### src/rtl/onbellek_temizleyici_pkg.sv
// Shared types and constants for the L1 flush/clean sequencer.
package onbellek_temizleyici_pkg;

    localparam int SET_SAYISI = 256;
    localparam int IDX_W      = 8;
    localparam int TAG_W      = 9;
    localparam int SATIR_W    = TAG_W + 32;
    localparam logic [31:0] ADR_TABAN_VARSAYILAN = 32'h4000_0000;

    typedef enum logic [2:0] {
        BOSTA, OKU, GY0, GY1, YAZ0, YAZ1, BITTI
    } durum_t;

    typedef struct packed {
        logic [SATIR_W-1:0] satir0;
        logic [SATIR_W-1:0] satir1;
        logic               lru;
        logic [1:0]         valid;
        logic [1:0]         dirty;
    } kayit_t;

    function automatic logic [31:0] gy_adres(input logic [31:0] taban,
                                             input logic [TAG_W-1:0] tag,
                                             input logic [IDX_W-1:0] idx);
        return taban | {13'd0, tag, idx, 2'b00};
    endfunction

endpackage

### src/rtl/onbellek_temizleyici.sv
// Flush/clean sequencer and way-RAM port arbiter for the 2-way L1 data cache.
// Optional writeback counter: define ONBELLEK_SAYAC_EN.
module onbellek_temizleyici
    import onbellek_temizleyici_pkg::*;
#(
    parameter logic [31:0] ADR_TABAN = ADR_TABAN_VARSAYILAN
) (
    input  logic                clk,
    input  logic                resetn,
    input  logic                flush_req_i,
    input  logic                flush_inv_i,
    output logic                flush_busy_o,
    output logic                flush_done_o,
    output logic                cek_bekle_o,
    input  logic [1:0]          cek_EN0_i,
    input  logic [IDX_W-1:0]    cek_A0_i,
    input  logic [SATIR_W-1:0]  cek_Di0_i,
    input  logic [3:0]          cek_WE0_i,
    input  logic                cek_lru_i,
    input  logic [1:0]          cek_valid_i,
    input  logic [1:0]          cek_dirty_i,
    output logic                yol0_EN0,
    output logic                yol1_EN0,
    output logic [IDX_W-1:0]    yol_A0,
    output logic [SATIR_W-1:0]  yol_Di0,
    output logic [3:0]          yol_WE0,
    output logic                lru_o,
    output logic [1:0]          yol_valid_o,
    output logic [1:0]          yol_dirty_o,
    input  logic [SATIR_W-1:0]  yol0_Do0,
    input  logic [SATIR_W-1:0]  yol1_Do0,
    input  logic                lru_i,
    input  logic [1:0]          yol_valid_i,
    input  logic [1:0]          yol_dirty_i,
    output logic                wb_valid_o,
    input  logic                wb_ready_i,
    output logic [31:0]         wb_addr_o,
    output logic [31:0]         wb_data_o,
    output logic [9:0]          geri_yazilan_o
);

    localparam logic [IDX_W-1:0] SON_IDX = IDX_W'(SET_SAYISI - 1);

    durum_t           r_durum, w_sonraki;
    logic [IDX_W-1:0] r_idx;
    logic             r_inv;
    kayit_t           r_kayit;
    logic             w_kirli0, w_kirli1, w_wb0, w_wb1;
    logic             w_v0, w_v1;

    assign w_kirli0 = r_kayit.valid[0] & r_kayit.dirty[0];
    assign w_kirli1 = r_kayit.valid[1] & r_kayit.dirty[1];
    assign w_wb0    = (r_durum == GY0) & w_kirli0;
    assign w_wb1    = (r_durum == GY1) & w_kirli1;
    assign w_v0     = r_inv ? 1'b0 : r_kayit.valid[0];
    assign w_v1     = r_inv ? 1'b0 : r_kayit.valid[1];

    always_ff @(posedge clk or negedge resetn) begin
        if (!resetn) begin
            r_durum <= BOSTA;
            r_idx   <= '0;
            r_inv   <= 1'b0;
            r_kayit <= '0;
        end else begin
            r_durum <= w_sonraki;
            case (r_durum)
                BOSTA: if (flush_req_i) begin
                    r_idx <= '0;
                    r_inv <= flush_inv_i;
                end
                OKU:  r_kayit <= {yol0_Do0, yol1_Do0, lru_i, yol_valid_i, yol_dirty_i};
                YAZ1: if (r_idx != SON_IDX) r_idx <= r_idx + 1'b1;
                default: ;
            endcase
        end
    end

    // A clean way0 skips its request slot, so an all-clean set costs four cycles.
    always_comb begin
        w_sonraki = r_durum;
        case (r_durum)
            BOSTA: if (flush_req_i) w_sonraki = OKU;
            OKU:   w_sonraki = (yol_valid_i[0] & yol_dirty_i[0]) ? GY0 : GY1;
            GY0:   if (!w_kirli0 || wb_ready_i) w_sonraki = GY1;
            GY1:   if (!w_kirli1 || wb_ready_i) w_sonraki = YAZ0;
            YAZ0:  w_sonraki = YAZ1;
            YAZ1:  w_sonraki = (r_idx == SON_IDX) ? BITTI : OKU;
            BITTI: w_sonraki = BOSTA;
            default: w_sonraki = BOSTA;
        endcase
    end

    always_comb begin
        yol0_EN0    = 1'b0;
        yol1_EN0    = 1'b0;
        yol_A0      = r_idx;
        yol_Di0     = '0;
        yol_WE0     = 4'h0;
        lru_o       = r_kayit.lru;
        yol_valid_o = r_kayit.valid;
        yol_dirty_o = r_kayit.dirty;
        case (r_durum)
            BOSTA: begin
                yol0_EN0    = cek_EN0_i[0];
                yol1_EN0    = cek_EN0_i[1];
                yol_A0      = cek_A0_i;
                yol_Di0     = cek_Di0_i;
                yol_WE0     = cek_WE0_i;
                lru_o       = cek_lru_i;
                yol_valid_o = cek_valid_i;
                yol_dirty_o = cek_dirty_i;
            end
            // Tag RAMs share yol_Di0, so each way is rewritten in its own cycle.
            YAZ0: begin
                yol0_EN0    = 1'b1;
                yol_Di0     = r_kayit.satir0;
                yol_valid_o = {r_kayit.valid[1], w_v0};
                yol_dirty_o = {r_kayit.dirty[1], 1'b0};
            end
            YAZ1: begin
                yol1_EN0    = 1'b1;
                yol_Di0     = r_kayit.satir1;
                yol_valid_o = {w_v1, w_v0};
                yol_dirty_o = 2'b00;
            end
            default: ;
        endcase
    end

    always_comb begin
        wb_addr_o = '0;
        wb_data_o = '0;
        if (w_wb0) begin
            wb_addr_o = gy_adres(ADR_TABAN, r_kayit.satir0[SATIR_W-1:32], r_idx);
            wb_data_o = r_kayit.satir0[31:0];
        end else if (w_wb1) begin
            wb_addr_o = gy_adres(ADR_TABAN, r_kayit.satir1[SATIR_W-1:32], r_idx);
            wb_data_o = r_kayit.satir1[31:0];
        end
    end

    assign wb_valid_o   = w_wb0 | w_wb1;
    assign flush_busy_o = (r_durum != BOSTA);
    assign cek_bekle_o  = flush_busy_o;
    assign flush_done_o = (r_durum == BITTI);

`ifdef ONBELLEK_SAYAC_EN
    logic [9:0] r_sayac;
    always_ff @(posedge clk or negedge resetn) begin
        if (!resetn)
            r_sayac <= '0;
        else if (r_durum == BOSTA && flush_req_i)
            r_sayac <= '0;
        else if (wb_valid_o && wb_ready_i)
            r_sayac <= r_sayac + 10'd1;
    end
    assign geri_yazilan_o = r_sayac;
`else
    assign geri_yazilan_o = '0;
`endif

endmodule

### config.mk
export PLATFORM = sky130hd
export DESIGN_NAME = onbellek_temizleyici
export DESIGN_NICKNAME = d
export VERILOG_FILES = /design/src/rtl/onbellek_temizleyici_pkg.sv /design/src/rtl/onbellek_temizleyici.sv
export SDC_FILE = /design/constraint.sdc
export NUM_CORES = 1
export LEC_CHECK = 0
export ABC_AREA = 1
export BUFFER_PORTS_ARGS = -buffer_cell sky130_fd_sc_hd__buf_2
export CAP_MARGIN = 25
export CORE_MARGIN = 2
export CORE_UTILIZATION = 30
export CTS_CLUSTER_SIZE = 28
export DETAILED_ROUTE_END_ITERATION = 7
export SLEW_MARGIN = 20
export SYNTH_ARGS = -nofsm -noshare
export SYNTH_HDL_FRONTEND = slang
export SYNTH_SLANG_ARGS = --single-unit
### constraint.sdc
create_clock -name clk -period 1.4 [get_ports clk]
set_clock_uncertainty 0.1 [all_clocks]
set_input_delay 0.07 -clock clk [delete_from_list [all_inputs] [get_ports clk]]
set_output_delay 0.07 -clock clk [all_outputs]
set_load 0.005 [all_outputs]
# == Word level (Yosys, flattened, before mapping) ==
# Cells that the tools add are included.
# word_totals
register_bits,99
latchBits,0
ramBits,0
rom_bits,0
inputBits,152
output_inout_bits,138
mem_count,0
# op_classes
add_sub_neg,1
multipliers,0
div_mod_pow,0
order_cmp,0
n_eq_ne,12
shifts,0
n_mux,23
bitwise,6
reduce_logical,10
# ops
op,n
$pmux W41 S3,1
$mux W32,2
$mux W31,2
$mux W8,3
$pmux W3 S6,1
$pmux W8 S2,1
$mux W3,4
$pmux W2 S3,2
$eq A3 B3 Y1 const B,3
$add A8 B1 Y8 const B,1
$eq A8 B8 Y1 const B,1
$ne A8 B8 Y1 const B,1
$eq A3 B2 Y1 const B,2
$reduce_and A3 Y1,2
$and A1 B1 Y1,5
$mux W1,4
$mux W4,1
$ne A2 B1 Y1 const B,2
$ne A2 B2 Y1 const B,2
$pmux W1 S2,2
$eq A3 B1 Y1 const B,1
$logic_not A3 Y1,1
$reduce_bool A3 Y1,1
$logic_not A1 Y1,2
other kinds (4),5

# == Longest topological paths before layout ==
# logic_depth
word_depth,5
ltp_mapped,9

# == Worst setup path after synthesis ==
# Ideal clock, no wire load.
# synth_path
path_kind,register to register
from,register r_idx[0]
to,register r_idx[3]
setup_time_ns,0.127
arrival_time_ns,1.259
setup_slack_ns,-0.086
path_stages_with_launch,9
period_less_slack_ns,1.486
path_cell_list,dfrtp_1 -> ha_1 -> nand2_1 -> nor2_1 -> nand2_1 -> nor2_1 -> nor2_4 -> nand2_1 -> o21ai_0
# synth_via
elab_chain_len,3
elab_cells_between_ends,6
# synth_lines
item,line,text
start: declaration,onbellek_temizleyici.sv:45,logic [IDX_W-1:0] r_idx;
start signal: assignment,onbellek_temizleyici.sv:72,YAZ1: if (r_idx != SON_IDX) r_idx <= r_idx + 1'b1;
$add A8 B1 Y8 or $ne A8 B8 Y1 (tied branches),onbellek_temizleyici.sv:72,
$mux W8 or $ne A2 B2 Y1 (tied branches),n/a,
$pmux W8 S2 or $reduce_and A3 Y1 (tied branches),n/a,
# Parallel ways exist; a longest one is shown, timed or not. The select of a mux whose other input is x is not followed.
# A chain may end at the register's enable or synchronous reset.

# == Worst setup path after layout ==
# layout_path
from,register r_durum[0]
to,output yol_Di0[14]
# layout_via
elab_chain_len,2
elab_cells_between_ends,4
# layout_lines
item,line,text
start: declaration,onbellek_temizleyici.sv:44,"durum_t r_durum, w_sonraki;"
start signal: assignment,onbellek_temizleyici.sv:65,r_durum <= w_sonraki;
$eq A3 B3 Y1 or $logic_not A3 Y1 (tied branches),onbellek_temizleyici.sv:102,case (r_durum)
$pmux W41 S3 (*),onbellek_temizleyici.sv:102,
end: declaration,onbellek_temizleyici.sv:25,"output logic [SATIR_W-1:0] yol_Di0,"
# Every way passes the cells marked *; elsewhere a longest branch is shown, timed or not.

==> results_dict.tcl <==
set metrics [dict create \
    outcome "finished with violations" \
    violations "negative setup slack" \
    final_area_mm2 0.0101 \
    ant_nets 0 \
    yosysWarningCount 0 \
    totalWireLength_um 22000 \
    post-route-period-util 1.35 \
    antennaDiodeCount 0 \
    ys_ff_latch 99 \
    ys_seq_area_frac 0.455 \
    power.leakage_nw 5.22 \
    arrival_ps 1710 \
    yosys-top-cells-area "dfrtp_1, nand2_1, inv_1" \
    drv_cap 0 \
    insertion_delay_ps 350 \
    synth_area_per_cell_um2 7.69 \
    start_util 0.304 \
    holdPathStages 4 \
    cts-root-buf "clkbuf_16" \
    hold_ws_ps 3.74 \
    min_to "r_kayit[2]" \
    yosys.area.top_type "dfrtp_1" \
    dieArea_mm2 0.0192 \
    required_ps 1230 \
    drt-pass1-iter-count 5 \
    grt_pass1_vias 6298 \
    nNetsFinal 1290 \
    cpPeakStageDelay_ps 480 \
    cts.clk_slew.worst_paths_ps 80 \
    setup.worst_path.class "reg2out" \
    end_kind "output port" \
    cts.htree.levels 3 \
    cpMostUsedCell "buf_12" \
    rrSetupSlack_ps -380 \
    hold_path.class "in2reg" \
    hold_viol_final 0 \
    die_y_um 139 \
    dr_total_vias 6601 \
    synth_edf_count 0 \
    grt_antenna_before_repair 0 \
    drv_slew 0 \
    rows 49 \
    die_x_um 139 \
    netlist_top_cells_count "nand2_1, inv_1, dfrtp_1" \
    setup.worst_path.start_class "flip-flop" \
    power_mw 20.7 \
    multi_input_area_mm2 0.00291 \
    grt_util_all_layers 0.202 \
    path_cells "buf_6 -> nand3_4 -> buf_12 -> buf_12 -> o221ai_1 -> buf_2" \
    fmax_ghz 0.531 \
    vias_per_cell 4.81 \
    cts-buffers-inserted 9 \
    critPathBufInv 4 \
    setup_viol_count_final 213 \
    nFillCells 1567 \
    synth_top_area_frac 0.455 \
    synth_area_mm2 0.00544 \
    r2r.worst_path.cells 10 \
    utilization 0.566 \
    drive_gt1_frac 0.472 \
    grt_pass1_wl_um 31300 \
    ios 290 \
    post_drt_wl_per_cell_um 16.0 \
    grt_max_degree 29 \
    synthCells 707 \
    cts_tree "done" \
    grt_setup_unrepaired "yes" \
    ys.flop_type "dfrtp_1" \
    gp_congestion 0.810 \
    synth_cell_types 31 \
    fin_crit_ps 1880 \
    synthToLayoutAreaGrowth_pct 86.4 \
    power_density_mw_per_mm2 2040 \
    regToRegEndpoint "r_durum[0]" \
    dpl.hpwl_um 13600 \
    path_delay_family "buffers and inverters" \
    async_flop_share 1.00 \
    cp_slowest_cell "dfrtp_2" \
    port_buffers 265 \
    overflow 0 \
    dpl_cell_area_mm2 0.00744 \
    core_mm2 0.0179 \
    route.detailed.drc 0 \
    min_from "yol_valid_i[0]" \
    synthMostInstantiatedCell "nand2_1" \
    rr_startpoint "r_durum[0]" \
    finalWorstSetupSlack_ps -484 \
    ir_worst_vdd_mv 1.08 \
    drtIter0Drc 362 \
    cts.path.max_buffers 2 \
    cp_max_fo 17 \
    clock_sinks 99 \
    regArea_mm2 0.00248 \
]
-- worst min-delay path: stages --
cell,delay (ps)
buf_2,120
nor2_4,100
buf_4,100
a21oi_1,30
-- metal layers --
metal / wire length (um) / GRT usage / part of all wire / up-vias
met1: 9160 / 0.250 / 0.42 / 3140
li1: - / - / - / 3152
met3: 1240 / 0.0349 / 0.056 / 29
met4: 347 / 0.0712 / 0.016 / 0
met5: 0 / 0 / 0 / -
met2: 11200 / 0.357 / 0.51 / 280
-- stage by stage --
step	worst slack, ps	std cells	TNS [ps]
5_1_grt	-586	1371	-84890
3_5_place_dp	-182	1219	-16380
6_report	-484	1371	-71300
3_3_place_gp	-195	1219	-14150
4_1_cts	-444	1348	-58800
2_1_floorplan	0.329	730	0
-- registers in the layout, summed over array words and instances (netlist names) --
signal / cells
r_durum: 3
r_idx: 8
r_inv: 1
r_kayit: 87
-- power breakdown --
group | leakage [nW] | switching (mW) | internal (mW)
registers | 1.22 | 0.490 | 4.20
logic | 3.85 | 6.87 | 6.63
clock network | 0.145 | 1.23 | 1.26
-- worst max path at each step --
stage | slack, ps | end | startpoint | cells after the start
6_report | -480 | yol_Di0[14] | r_durum[0] | 6
5_1_grt | -590 | wb_addr_o[3] | r_durum[0] | 8
4_1_cts | -440 | yol_Di0[18] | r_durum[0] | 8
3_5_place_dp | -180 | wb_addr_o[11] | r_durum[0] | 5
3_3_place_gp | -200 | wb_addr_o[11] | r_durum[0] | 5
2_1_floorplan | 0.3 | r_idx[3] | r_durum[0] | 7
-- cells in the final DEF, fill, tap and decap left out, types with 24 or more instances in the layout --
cell type and count:
nand2_1 136, nand2_2 35, buf_4 47, o21ai_1 57, inv_1 99, dfrtp_1 96, o21ai_2 36, buf_12 26
o22ai_1 35, buf_2 263, dlygate4sd3_1 90, conb_1 24
-- cell type report --
| cell class | count | area share |
|---|---|---|
| clock inverter | 7 | 0.00654 |
| sequential | 99 | 0.245 |
| multi-input combinational | 459 | 0.287 |
| inverter | 105 | 0.0416 |
| timing repair buffer | 463 | 0.369 |
| tap | 229 | 0.0283 |
| clock buffer | 9 | 0.0222 |
-- cell families (layout without fill, tap and decap cells) --
logic type               after synthesis  after routing  share of synthesized area
AND/OR/NAND/NOR                      244            244                      0.182
XOR/XNOR                               2              2                    0.00322
adder cells (fa/ha/maj)                1              1                    0.00230
AO/OA/AOI/OAI                        188            188                      0.212
flip-flops                            99             99                      0.455
other                                  1             24                   0.000689
buffers and inverters                172            584                      0.144
-- what timing repair did --
action / CTS / global route
gates resized for setup: 73 / 164
hold buffers: 90 / 0
setup endpoints to repair: 210 / 213
cloned: 6 / 12
hold endpoints to repair: 187 / 0
buffers inserted: 17 / 13
pin swaps: 9 / 13
(Power assumes the default switching activity.)
